==> src/rtl/mem_link_responder_pkg.sv <==
// Shared definitions for the memory-side link responder: default widths,
// request op encoding and responder FSM states.
package mem_link_responder_pkg;

  localparam int ADDR_W_DEFAULT  = 10;
  localparam int DATA_W_DEFAULT  = 32;
  localparam int DEPTH_DEFAULT   = 4;
  localparam int MEM_LAT_DEFAULT = 1;

  // Width of one queued request {op, addr, data} at the default widths.
  localparam int BANDWIDTH_WRITE_DATA = 1 + ADDR_W_DEFAULT + DATA_W_DEFAULT;

  typedef enum logic {
    OP_RD = 1'b0,
    OP_WR = 1'b1
  } op_e;

  typedef enum logic [2:0] {
    IDLE      = 3'd0,
    MEM_WR    = 3'd1,
    MEM_RD    = 3'd2,
    SEND      = 3'd3,
    WAIT_DONE = 3'd4
  } state_e;

  function automatic int req_entry_w(input int addr_w, input int data_w);
    return 1 + addr_w + data_w;
  endfunction

endpackage

==> src/rtl/mem_link_responder_if.sv <==
// Link-side, data_mem-side and sender-side signals of the responder.
// slave = responder view, master = surrounding environment view.
interface mem_link_responder_if #(
  parameter int ADDR_W = 10,
  parameter int DATA_W = 32
);
  logic              req_read;
  logic              req_write;
  logic [ADDR_W-1:0] req_addr;
  logic [DATA_W-1:0] req_data;

  logic              mem_read;
  logic              mem_write;
  logic [ADDR_W-1:0] mem_addr;
  logic [DATA_W-1:0] mem_wdata;
  logic [DATA_W-1:0] mem_rdata;

  logic              send;
  logic [DATA_W-1:0] tx_data;
  logic [ADDR_W-1:0] tx_addr;
  logic              tx_write;
  logic              done_sender;

  logic              busy;
  logic              overflow;
  logic              proto_err;

  modport slave (
    input  req_read, req_write, req_addr, req_data, mem_rdata, done_sender,
    output mem_read, mem_write, mem_addr, mem_wdata,
    output send, tx_data, tx_addr, tx_write, busy, overflow, proto_err
  );

  modport master (
    output req_read, req_write, req_addr, req_data, mem_rdata, done_sender,
    input  mem_read, mem_write, mem_addr, mem_wdata,
    input  send, tx_data, tx_addr, tx_write, busy, overflow, proto_err
  );
endinterface

==> src/rtl/mem_link_responder_fifo.sv <==
// link_req_fifo: synchronous request FIFO with wrap-bit pointers.
// Head entry is presented combinationally on rdata.
module link_req_fifo #(
  parameter int W     = 43,
  parameter int DEPTH = 4
) (
  input  logic         clock,
  input  logic         reset,
  input  logic         push,
  input  logic         pop,
  input  logic [W-1:0] wdata,
  output logic [W-1:0] rdata,
  output logic         full,
  output logic         empty
);
  localparam int AW = $clog2(DEPTH);

  logic [AW:0]  wr_ptr;
  logic [AW:0]  rd_ptr;
  logic [W-1:0] storage [DEPTH];
  logic         do_push;
  logic         do_pop;

  assign empty   = (wr_ptr == rd_ptr);
  assign full    = (wr_ptr[AW] != rd_ptr[AW]) && (wr_ptr[AW-1:0] == rd_ptr[AW-1:0]);
  assign do_pop  = pop && !empty;
  // A full queue still accepts a push when the head leaves in the same cycle.
  assign do_push = push && (!full || do_pop);
  assign rdata   = storage[rd_ptr[AW-1:0]];

  // NOTE: sequential state uses non-blocking assignments so every register
  // samples pre-edge values regardless of process evaluation order.
  always_ff @(posedge clock or negedge reset) begin
    if (!reset) begin
      wr_ptr <= '0;
      rd_ptr <= '0;
    end else begin
      if (do_push) wr_ptr <= wr_ptr + 1'b1;
      if (do_pop)  rd_ptr <= rd_ptr + 1'b1;
    end
  end

  // NOTE: the storage array is deliberately not reset; the pointers alone
  // define which entries are valid, and leaving it unreset lets it map to RAM.
  always_ff @(posedge clock) begin
    if (do_push) storage[wr_ptr[AW-1:0]] <= wdata;
  end

endmodule

==> src/rtl/mem_link_responder.sv <==
// Memory-side link endpoint: queues complete requests from the receiver,
// sequences data_mem accesses and hands read results to the sender.
module mem_link_responder
  import mem_link_responder_pkg::*;
#(
  parameter int ADDR_W  = ADDR_W_DEFAULT,
  parameter int DATA_W  = DATA_W_DEFAULT,
  parameter int DEPTH   = DEPTH_DEFAULT,
  parameter int MEM_LAT = MEM_LAT_DEFAULT
) (
  input logic                  clock,
  input logic                  reset,
  mem_link_responder_if.slave  bus
);
  localparam int EW    = req_entry_w(ADDR_W, DATA_W);
  localparam int CNT_W = (MEM_LAT > 1) ? $clog2(MEM_LAT) : 1;
  localparam logic [CNT_W-1:0] CNT_LAST = CNT_W'(MEM_LAT - 1);

  op_e               req_op;
  logic              push_req;
  logic              pop;
  logic              full;
  logic              empty;
  logic [EW-1:0]     push_entry;
  logic [EW-1:0]     head;
  logic              head_op_bit;
  logic [ADDR_W-1:0] head_addr;
  logic [DATA_W-1:0] head_data;

  state_e            state;
  state_e            state_d;
  logic [CNT_W-1:0]  cnt;
  logic [ADDR_W-1:0] cur_addr;
  logic [DATA_W-1:0] cur_data;
  logic [ADDR_W-1:0] tx_addr_q;
  logic [DATA_W-1:0] tx_data_q;
  logic              overflow_q;
  logic              proto_err_q;
  logic              mem_rd_en;
  logic              mem_wr_en;
  logic              send_en;
  logic              rd_last;

  // A simultaneous read+write strobe keeps only the write.
  assign req_op     = bus.req_write ? OP_WR : OP_RD;
  assign push_req   = bus.req_read || bus.req_write;
  assign push_entry = {req_op, bus.req_addr, bus.req_data};
  assign {head_op_bit, head_addr, head_data} = head;

  link_req_fifo #(.W(EW), .DEPTH(DEPTH)) u_fifo (
    .clock (clock),
    .reset (reset),
    .push  (push_req),
    .pop   (pop),
    .wdata (push_entry),
    .rdata (head),
    .full  (full),
    .empty (empty)
  );

  assign rd_last = (state == MEM_RD) && (cnt == CNT_LAST);

  // NOTE: every signal written here gets a default first, so no path through
  // the case statement can leave one unassigned and infer a latch.
  always_comb begin
    state_d   = state;
    pop       = 1'b0;
    mem_rd_en = 1'b0;
    mem_wr_en = 1'b0;
    send_en   = 1'b0;
    case (state)
      IDLE: begin
        if (!empty) begin
          pop     = 1'b1;
          state_d = (op_e'(head_op_bit) == OP_WR) ? MEM_WR : MEM_RD;
        end
      end
      MEM_WR: begin
        mem_wr_en = 1'b1;
        state_d   = IDLE;
      end
      MEM_RD: begin
        mem_rd_en = 1'b1;
        if (rd_last) state_d = SEND;
      end
      SEND: begin
        send_en = 1'b1;
        state_d = WAIT_DONE;
      end
      WAIT_DONE: begin
        if (bus.done_sender) state_d = IDLE;
      end
      default: state_d = IDLE;
    endcase
  end

  always_ff @(posedge clock or negedge reset) begin
    if (!reset) begin
      state       <= IDLE;
      cnt         <= '0;
      cur_addr    <= '0;
      cur_data    <= '0;
      tx_addr_q   <= '0;
      tx_data_q   <= '0;
      overflow_q  <= 1'b0;
      proto_err_q <= 1'b0;
    end else begin
      state <= state_d;
      if (pop) begin
        cur_addr <= head_addr;
        cur_data <= head_data;
        cnt      <= '0;
      end else if (state == MEM_RD) begin
        cnt <= cnt + 1'b1;
      end
      if (rd_last) begin
        tx_data_q <= bus.mem_rdata;
        tx_addr_q <= cur_addr;
      end
      if (push_req && full && !pop)         overflow_q  <= 1'b1;
      if (bus.req_read && bus.req_write)    proto_err_q <= 1'b1;
    end
  end

  assign bus.mem_read  = mem_rd_en;
  assign bus.mem_write = mem_wr_en;
  assign bus.mem_addr  = cur_addr;
  assign bus.mem_wdata = cur_data;
  assign bus.send      = send_en;
  assign bus.tx_data   = tx_data_q;
  assign bus.tx_addr   = tx_addr_q;
  assign bus.tx_write  = 1'b0;
  assign bus.busy      = (state != IDLE) || !empty;
  assign bus.overflow  = overflow_q;
  assign bus.proto_err = proto_err_q;

endmodule

==> src/flat_wrapper.sv <==
// flat-port wrapper written by rule: the top's interface ports become plain ports
module mem_link_responder_flat import mem_link_responder_pkg::*;
#(
  parameter int ADDR_W  = ADDR_W_DEFAULT,
  parameter int DATA_W  = DATA_W_DEFAULT,
  parameter int DEPTH   = DEPTH_DEFAULT,
  parameter int MEM_LAT = MEM_LAT_DEFAULT
)
  (clock, reset, bus_req_read, bus_req_write, bus_req_addr, bus_req_data, bus_mem_rdata, bus_done_sender, bus_mem_read, bus_mem_write, bus_mem_addr, bus_mem_wdata, bus_send, bus_tx_data, bus_tx_addr, bus_tx_write, bus_busy, bus_overflow, bus_proto_err);
  mem_link_responder_if #(.ADDR_W(ADDR_W), .DATA_W(DATA_W)) bus_i ();
  input logic clock;
  input logic reset;
  input wire logic [$bits(bus_i.req_read)-1:0] bus_req_read;
  input wire logic [$bits(bus_i.req_write)-1:0] bus_req_write;
  input wire logic [$bits(bus_i.req_addr)-1:0] bus_req_addr;
  input wire logic [$bits(bus_i.req_data)-1:0] bus_req_data;
  input wire logic [$bits(bus_i.mem_rdata)-1:0] bus_mem_rdata;
  input wire logic [$bits(bus_i.done_sender)-1:0] bus_done_sender;
  output wire logic [$bits(bus_i.mem_read)-1:0] bus_mem_read;
  output wire logic [$bits(bus_i.mem_write)-1:0] bus_mem_write;
  output wire logic [$bits(bus_i.mem_addr)-1:0] bus_mem_addr;
  output wire logic [$bits(bus_i.mem_wdata)-1:0] bus_mem_wdata;
  output wire logic [$bits(bus_i.send)-1:0] bus_send;
  output wire logic [$bits(bus_i.tx_data)-1:0] bus_tx_data;
  output wire logic [$bits(bus_i.tx_addr)-1:0] bus_tx_addr;
  output wire logic [$bits(bus_i.tx_write)-1:0] bus_tx_write;
  output wire logic [$bits(bus_i.busy)-1:0] bus_busy;
  output wire logic [$bits(bus_i.overflow)-1:0] bus_overflow;
  output wire logic [$bits(bus_i.proto_err)-1:0] bus_proto_err;
  assign bus_i.req_read = bus_req_read;
  assign bus_i.req_write = bus_req_write;
  assign bus_i.req_addr = bus_req_addr;
  assign bus_i.req_data = bus_req_data;
  assign bus_i.mem_rdata = bus_mem_rdata;
  assign bus_i.done_sender = bus_done_sender;
  assign bus_mem_read = bus_i.mem_read;
  assign bus_mem_write = bus_i.mem_write;
  assign bus_mem_addr = bus_i.mem_addr;
  assign bus_mem_wdata = bus_i.mem_wdata;
  assign bus_send = bus_i.send;
  assign bus_tx_data = bus_i.tx_data;
  assign bus_tx_addr = bus_i.tx_addr;
  assign bus_tx_write = bus_i.tx_write;
  assign bus_busy = bus_i.busy;
  assign bus_overflow = bus_i.overflow;
  assign bus_proto_err = bus_i.proto_err;
  mem_link_responder #(.ADDR_W(ADDR_W), .DATA_W(DATA_W), .DEPTH(DEPTH), .MEM_LAT(MEM_LAT)) u_core (.clock(clock), .reset(reset), .bus(bus_i));
endmodule
==> config.mk <==
export PLATFORM = sky130hd
export DESIGN_NAME = mem_link_responder_flat
export DESIGN_NICKNAME = d
export VERILOG_FILES = /design/src/rtl/mem_link_responder_pkg.sv /design/src/rtl/mem_link_responder_if.sv /design/src/rtl/mem_link_responder_fifo.sv /design/src/rtl/mem_link_responder.sv /design/src/flat_wrapper.sv
export SDC_FILE = /design/constraint.sdc
export NUM_CORES = 1
export LEC_CHECK = 0
export CAP_MARGIN = 25
export CORE_ASPECT_RATIO = 1.75
export CORE_MARGIN = 2
export CORE_UTILIZATION = 50
export DETAILED_ROUTE_END_ITERATION = 12
export PLACE_DENSITY_LB_ADDON = 0.25
export SLEW_MARGIN = 20
export SYNTH_ARGS = -nofsm -noshare
export SYNTH_HDL_FRONTEND = slang
export SYNTH_SLANG_ARGS = --single-unit
==> constraint.sdc <==
create_clock -name clock -period 4.1 [get_ports clock]
set_input_delay 1.23 -clock clock [delete_from_list [all_inputs] [get_ports clock]]
set_output_delay 1.23 -clock clock [all_outputs]
set_load 0.02 [all_outputs]
**Word-level counts from Yosys, hierarchy flattened**

Memory sizes are Yosys's and may differ from the RTL's.
Cells that the tools add are included.

- Flip-flop bits (word level): 96
- Bits in writable memories: 172
- Input port bits: 79
- Output and inout bits: 91
- Logic and storage cells: 57
- Memories kept: 1

- Add/sub/neg operators: 3
- Eq/ne operators: 10
- Multiplexer cells: 15
- Bitwise operators: 1
- Reduce and logical (&&, ||, !) cells: 17

Memory list:

| name | depth | width | read ports | clocked after memory_dff | wr ports | RTL line | source |
|---|---|---|---|---|---|---|---|
| u_core.u_fifo.storage | 4 | 43 | 1 | 0 | 1 | mem_link_responder_fifo.sv:20 | `logic [W-1:0] storage [DEPTH];` |

Operators with widths:

| cell | number |
|---|---|
| case mux 3 bit (4 select lines) | 1 |
| two-way mux 1 bit | 10 |
| two-way mux 3 bit | 3 |
| logical AND 1 bit | 7 |
| adder 3 x 1 -> 3 bit, second input constant | 2 |
| == test 3 x 2 -> 1 bit, second input constant | 2 |
| != test 2 bit, second input constant | 2 |
| == test 3 x 1 -> 1 bit, second input constant | 1 |
| == test 3 bit | 1 |
| == test 3 bit, second input constant | 1 |
| zero test 1 bit | 3 |
| zero test 3 bit | 1 |
| logical OR 1 bit | 3 |
| AND reduction 3 bit | 1 |
| nonzero test 3 bit | 1 |
| == test 2 bit | 1 |
| two-way mux 2 bit | 1 |
| != test 2 x 1 -> 1 bit, second input constant | 1 |
| nonzero test 2 bit | 1 |
| adder 1 bit, second input constant | 1 |
| != test 1 bit | 1 |
| inverter 1 bit | 1 |

**Depth between registers and ports, before layout**

Gate-level depths: netlist of run 1.

- Depth in word-level cells: 8
- Depth in mapped cells: 5
- Mapped depth without buffers: 4

**By module**

A second synthesis of run 1 with hierarchy kept.

- Cells, all modules: 481
- Area total of the unflattened synthesis: 10268.6 µm²

Modules (own cells, without submodules):

| module | instances | cells each | area each (µm²) | seq. area each (µm²) |
|---|---|---|---|---|
| link_req_fifo | 1 | 271 | 6665.1 | 5315.1 |
| mem_link_responder | 1 | 210 | 3603.5 | 2252.2 |

**Worst setup path after synthesis of run 1**

Ideal clock, no wire load.

- Path type: input to register
- Start: input bus_req_write
- End: memory u_core.u_fifo.storage[3][0] (enable)
- Library setup time: 0.471 ns
- Data arrival time: 3.596 ns
- Data required time: 3.629 ns
- Setup slack: 0.033 ns
- Cell stages on the path: 2
- Path buffers: 0
- Path through: o21ai_0 -> a41oi_1

- Longest elaborated chain between the ends: 4

Ends and longest elaborated chain:

| element | RTL line | source |
|---|---|---|
| start, declared | flat_wrapper.sv:14 | `input wire logic [$bits(bus_i.req_write)-1:0] bus_req_write;` |
| logical OR 1 bit | mem_link_responder.sv:46 | `assign push_req = bus.req_read \|\| bus.req_write;` |
| logical AND 1 bit | mem_link_responder_fifo.sv:28 | `assign do_push = push && (!full \|\| do_pop);` |
| two-way mux 1 bit | mem_link_responder_fifo.sv:46 | `if (do_push) storage[wr_ptr[AW-1:0]] <= wdata;` |
| two-way mux 1 bit (not written as such) | mem_link_responder_fifo.sv:46 |  |
| end, declared | mem_link_responder_fifo.sv:20 |  |

No other way between the ends.

**Final worst setup path of run 1**

- Start: register u_core.u_fifo.rd_ptr[0]
- End: output bus_busy

- Longest elaborated chain between the ends: 3

Ends and longest elaborated chain:

| element | RTL line | source |
|---|---|---|
| start, declared | mem_link_responder_fifo.sv:19 | `logic [AW:0] rd_ptr;` |
| start signal, assigned | mem_link_responder_fifo.sv:39 | `if (do_pop) rd_ptr <= rd_ptr + 1'b1;` |
| == test 3 bit | mem_link_responder_fifo.sv:24 | `assign empty = (wr_ptr == rd_ptr);` |
| zero test 1 bit | -- |  |
| logical OR 1 bit | mem_link_responder.sv:133 | `assign bus.busy = (state != IDLE) \|\| !empty;` |
| end, declared | flat_wrapper.sv:27 | `output wire logic [$bits(bus_i.busy)-1:0] bus_busy;` |

No other way between the ends.

==> results of run 1 <==
[kinds of logic after synthesis]
logic type | share of synthesized area (%)
flops | 75.67
xor+xnor | 0.8507
buf+inv | 1.401
simple gates | 0.9508
compound gates | 1.101
mux | 19.37
other cells | 0.03750
fa+ha+maj | 0.6255
[critical path, cell delays in order, from the launching register on]
cell	delay (ps)
sky130_fd_sc_hd__dfrtp_4	490
sky130_fd_sc_hd__xnor2_2	420
sky130_fd_sc_hd__nand3_1	150
sky130_fd_sc_hd__or2_2	300
sky130_fd_sc_hd__clkdlybuf4s50_1	540
[power by group]
group          switching [mW]  internal [mW]
Clock                   0.934           1.38
Sequential              0.410           4.02
Combinational            2.11           2.22
Total                    3.46           7.62
[cell usage after synthesis (2+ instances only)]
cell type / number
sky130_fd_sc_hd__buf_2: 10
sky130_fd_sc_hd__clkbuf_1: 5
sky130_fd_sc_hd__o21bai_1: 2
sky130_fd_sc_hd__mux4_2: 43
sky130_fd_sc_hd__xnor2_2: 2
sky130_fd_sc_hd__nor2_1: 3
sky130_fd_sc_hd__xnor2_1: 2
sky130_fd_sc_hd__inv_1: 5
sky130_fd_sc_hd__o21ai_0: 2
sky130_fd_sc_hd__a21o_1: 2
sky130_fd_sc_hd__ha_1: 5
sky130_fd_sc_hd__and2_1: 4
sky130_fd_sc_hd__buf_6: 4
sky130_fd_sc_hd__a41oi_1: 2
sky130_fd_sc_hd__xor2_1: 4
sky130_fd_sc_hd__mux2_2: 78
sky130_fd_sc_hd__mux2_1: 8
sky130_fd_sc_hd__dfrtp_1: 96
sky130_fd_sc_hd__edfxtp_1: 172
[flip-flops by register name (all words and copies together) (netlist names)]
| name | flops |
|---|---|
| u_core.u_fifo.rd_ptr | 3 |
| u_core.cnt | 1 |
| u_core.bus.overflow | 1 |
| u_core.bus.mem_wdata | 32 |
| u_core.bus.tx_addr | 10 |
| u_core.bus.mem_addr | 10 |
| u_core.u_fifo.storage | 172 |
| u_core.bus.tx_data | 32 |
| u_core.u_fifo.wr_ptr | 3 |
| u_core.state | 3 |
| u_core.bus.proto_err | 1 |
[area by class of cell]
cell class	count	area, µm²	area share [%]
repair buffers	178	1804	14.04
inverters	5	18.77	0.1460
clock inverters	16	181.4	1.411
well taps	245	306.5	2.385
flip-flops and latches	268	7572	58.91
clock buffers	28	646.9	5.032
multi-input cells	171	2325	18.08
[final timing paths]
check	startpoint	endpoint	slack [ps]	cells past startpoint
worst max-delay path	u_core.u_fifo.rd_ptr[0]	bus_busy	470	4
worst min-delay path	u_core.bus.proto_err	u_core.bus.proto_err	460	1
worst max register to register	u_core.state[2]	u_core.u_fifo.storage[1][7]	1760	5
worst min register to register	u_core.bus.proto_err	u_core.bus.proto_err	460	1
max in group asynchronous	reset	u_core.bus.mem_wdata[13]	2670	2
min in group asynchronous	reset	u_core.bus.tx_data[5]	750	1
[layer usage]
metal	track usage [%]	wire, µm
met1	19.89	6753
met2	34.45	10500
met3	3.202	953
met4	5.433	495
met5	0	0
[cells in the final DEF, fill, tap and decap left out, drive strengths merged, types with 5 or more instances in the layout]
master         instances
mux4                  43
clkdlybuf4s50        167
buf                   11
clkbuf                28
inv                    5
clkinv                10
ha                     5
dfrtp                 96
mux2                  86
edfxtp               172
==> out/results.tsv, run 1 <==
metric	value	unit
status	completed	
relative max-transition margin	41.92	%
placement-stage cell area	12030	µm²
critical path required time	2870	ps
DR WL/cell	20.53	µm
number of I/O pins	170	
first-pass GRT wire length	29530	µm
largest net degree at the start of global routing	55	
async set or reset register ratio after synthesis	35.82	%
top-area cell type share of the netlist area	51.65	%
floorplan die width	110.9	µm
aggregate global-route resource usage	17.84	%
GPL Wtd Cong	0.7922	
vias in the first global route	5426	
Clock Skews	13.68	ps
fraction of final layout cells with drive strength greater than 1	26.88	%
total via count in the routed design	4909	
vias per inst	5.389	
worst-margin pin slew	871.2	ps
Final Cycle Share	88.61	%
CTS Root Cell	sky130_fd_sc_hd__clkbuf_16	
post-place setup slack	823.6	ps
synthesized instance count	464	
synth top area cells	sky130_fd_sc_hd__edfxtp_1 (52%), sky130_fd_sc_hd__dfrtp_1 (24%), sky130_fd_sc_hd__mux4_2 (9.7%), sky130_fd_sc_hd__mux2_2 (8.8%), sky130_fd_sc_hd__mux2_1 (0.90%)	
power per cell area	861.8	nW/µm²
Antenna Violating Nets Remaining	0	
count of non-filler cells in the finished layout	911	
count of filler cells inserted in the layout	1385	
final routed wirelength across all metal layers	18710	µm
Worst Setup Path Type	flop to output port	
worst endpoint data arrival time	2400	ps
biggest area consumer among synthesized cells	sky130_fd_sc_hd__edfxtp_1	
final core utilization	65.41	%
Clock Pin Slew Worst Setup and Hold Paths	60	ps
die outline height	191.1	µm
floorplan die area	21190	µm²
CTS H-tree depth	1	
# DRC	0	
largest fanout of any net on the critical path	7	
minimum clock period	3633	ps
PostCTS Resize Cnt	0	
# nets final	732	
Final Hold Fails	0	
top_reg_cell synth	sky130_fd_sc_hd__edfxtp_1	
clock tree from TritonCTS	done	
post-placement cell count	867	
highest ir drop seen on vdd	497.4	µV
Post-CTS Setup Repair Bufs	0	
Final Slew Violations	0	
Power, Total	11.08	mW
Sinks on Clock Net	268	
HPWL reported at the end of detailed placement	11940	µm
number of inserted diodes	0	
number of flip-flops and latches in the synthesized netlist	268	
Post-synth EDFFs	172	
clock latency on the worst-skew pair	510	ps
cell leakage power	4.611	nW
Hold-fix buffers, CTS	0	
smallest setup slack after layout	467.2	ps
Post-Synthesis Net Count	548	
count of different cell masters after synthesis	34	
initial antenna violation count	0	
number of buffers between clock root and the deepest sink	3	
sequential fraction of the synthesis area	75.67	%
std cell rows	68	
final-layout setup total negative slack	0	ps
Pre-antenna DRT Iters	4	
clock buffer count from CTS	24	
average cell area after synthesis	21.55	µm²
YS warnings	0	
relative area change from synthesis to final layout	28.54	%
CP Capture Type	output port	
smallest hold slack	459.7	ps
RSZ-0062 raised after global routing	no	
design area	12850	µm²
post-synth design cell area	10000	µm²
hold crit path type	flop to flop	
DRC violation total after the first TritonRoute iteration	313	
starting density of the core	50.88	%
core area	19650	µm²
buffers added on ports	168	
kind of start point of the critical path	flop	
maximum achievable frequency	0.2753	GHz
# Max-Cap Violations	0	
residual overflow from global routing	0	
number of setup violations in the final report	0	
Power figures use the tool's default switching activity.
==> inputs of run 2 (changes only) <==
--- a/config.mk
+++ b/config.mk
@@ -11,7 +11,6 @@
 export CORE_UTILIZATION = 50
 export DETAILED_ROUTE_END_ITERATION = 12
 export PLACE_DENSITY_LB_ADDON = 0.25
-export SLEW_MARGIN = 20
 export SYNTH_ARGS = -nofsm -noshare
 export SYNTH_HDL_FRONTEND = slang
 export SYNTH_SLANG_ARGS = --single-unit
==> results of run 2 <==
No change in the layout: final DEF, timing and power equal those of run 1.
==> patch: new RTL, config.mk and constraints of run 2 <==
Encoding of `state_e`: now one-hot (5 bits for 5 states).
--- a/src/rtl/mem_link_responder_pkg.sv
+++ b/src/rtl/mem_link_responder_pkg.sv
@@ -15,12 +15,12 @@
     OP_WR = 1'b1
   } op_e;
 
-  typedef enum logic [2:0] {
-    IDLE      = 3'd0,
-    MEM_WR    = 3'd1,
-    MEM_RD    = 3'd2,
-    SEND      = 3'd3,
-    WAIT_DONE = 3'd4
+  typedef enum logic [4:0] {
+    IDLE      = 5'b00001,
+    MEM_WR    = 5'b00010,
+    MEM_RD    = 5'b00100,
+    SEND      = 5'b01000,
+    WAIT_DONE = 5'b10000
   } state_e;
 
   function automatic int req_entry_w(input int addr_w, input int data_w);
Check against the original RTL: no difference found for any inputs over 4 cycles, from zero or initial values and one cycle with reset low; so few cycles prove little.
==> patch against run 2 <==
  * Final area is 1.9% higher
  * Area after synthesis is 2.5% higher
  * Wire length is 2.3% higher
  * Clock skew hardly changed
  * Via count is 1.8% higher
  * Sequential cell count is 2 higher
  * Sequential power hardly changed
  * Total power is 0.44% higher
  * Setup slack worse by 150 ps
  * First-iteration DRC count is 34% lower
  * Non-clock buffer count stayed put
  * Critical endpoint unchanged
  * Maximum frequency is 3.9% lower
  * Utilization is 0.57 points lower
==> patch: results (changes against run 2) <==
• cell types with the largest area share after synthesis: sky130_fd_sc_hd__edfxtp_1, sky130_fd_sc_hd__dfrtp_1, sky130_fd_sc_hd__mux4_2, unchanged
• internal power: 7.77 mW, was 7.62 mW
• placed wire-length estimate: 12,100 µm, was 11,900 µm
• critical path fanouts, max: 5, was 7
• number of nets at the end of the flow: 740, was 732
• warnings from Yosys: 0, unchanged
• vias in the first global route: 5,525, was 5,426
• first-pass GRT wire length: 30,600 µm, was 29,500 µm
• number of CTS-inserted buffers: 25, was 24
• result of the run: finished clean, unchanged
• total track usage: 17.9%, was 17.8%
• top cell types by occurrence after synthesis: sky130_fd_sc_hd__edfxtp_1, sky130_fd_sc_hd__dfrtp_1, sky130_fd_sc_hd__mux2_2, unchanged
• Reg clk slew, reported paths: 60 ps, about the same
• share of flip-flops with an asynchronous set or reset: 36.3%, was 35.8%
• worst setup path startpoint: u_core.u_fifo.rd_ptr[0], unchanged
• count of unique library cells instantiated by Yosys: 38, was 34
• count of filler cells inserted in the layout: 1,372, was 1,385
• share of post-route cells with drive strength above 1: 29.1%, was 26.9%
• number of DRC violations after detailed-routing iteration 0: 208, was 313
• maximum vdd drop: 0.000530 V, was 0.000497 V
• kind of cell adding the most delay to the critical path: simple AND/OR/NAND/NOR gates, was buffers and inverters
• pin count of the biggest net entering global routing: 65, was 55
• post-synth net total: 555, was 548
• WP data arrival: 2550 ps, was 2400 ps
• total via count after detailed routing: 4,999, was 4,909
• reg-to-reg critical path startpoint: u_core.state[3], was u_core.state[2]
• reg-to-reg slack, setup: 1490 ps, was 1760 ps
• Worst slew margin: 42.5%, was 41.9%
• Leakage: 4.80 nW, was 4.61 nW
• routed wire length per instance: 20.7 µm, was 20.5 µm
• number of enable-type register cells in the synthesized netlist: 172, unchanged
• end of the worst register-to-register path: u_core.u_fifo.storage[0][23], was u_core.u_fifo.storage[1][7]
• antenna violations before repair: 1, was 0
• GPL Wtd Cong: 0.812, was 0.792
==> patch: cell count changes in the layout (fill, tap and decap cells not counted), sizes merged, moves of 3 or more <==
cell    delta
a21oi      +4
nor3b      +3
xor2       -4
clkbuf     +6
or3        +3
xnor2      +3
clkinv     -6
==> patch: worst max-delay path by stage <==
stage,endpoint,slack (ps),depth (start not counted)
2_1_floorplan,u_core.u_fifo.storage[3][0],150,2
3_3_place_gp,u_core.u_fifo.storage[2][23],850,5
3_5_place_dp,u_core.u_fifo.storage[0][17],770,5
4_1_cts,bus_busy,340,4
5_1_grt,bus_busy,230,4
6_report,bus_busy,320,4
==> patch: area by class of cell <==
cell class | instances | area [µm²] | share of cell area (%)
Tap cell | 248 | 310 | 2.37
Clock inverter | 11 | 165 | 1.26
Sequential cell | 270 | 7620 | 58.2
Inverter | 5 | 18.8 | 0.143
Multi-Input combinational cell | 176 | 2470 | 18.9
Timing Repair Buffer | 178 | 1780 | 13.6
Antenna cell | 1 | 2.50 | 0.0191
Clock buffer | 34 | 729 | 5.57
==> patch: metal layers <==
| layer | global-route usage, % | share of wire (%) |
|---|---|---|
| met4 | 6.14 | 2.4 |
| met3 | 3.13 | 5.3 |
| met1 | 21.0 | 37 |
| met5 | 0 | 0 |
| met2 | 33.0 | 55 |
==> patch: cell families (layout without fill, tap and decap cells) <==
group,after synthesis,count (layout),synth area share [%]
compound gates,12,12,0.805
xor+xnor,7,7,0.598
fa+ha+maj,5,5,0.610
buf+inv,25,228,1.78
flops,270,270,74.3
mux,129,129,20.3
other cells,1,2,0.0366
simple gates,22,22,1.56
==> patch: per-stage QoR <==
stage                     std cells  hold WS [ps]  cell area, µm²
final                           923           455           13100
after global routing            923           475           13100
after CTS                       922           457           13100
after detailed placement        877           443           12200
after global placement          876           443           12200
after floorplan                 471           453           10300
==> patch: power by group through the flow <==
| stage | combinational, mW | clock [mW] | sequential [mW] |
|---|---|---|---|
| CTS | 4.36 | 2.51 | 4.44 |
| floorplan | 2.24 | 0 | 4.93 |
| global route | 4.56 | 2.61 | 4.53 |
| detailed placement | 4.33 | 0 | 4.48 |
| finish | 4.26 | 2.44 | 4.43 |
| global placement | 4.24 | 0 | 4.40 |
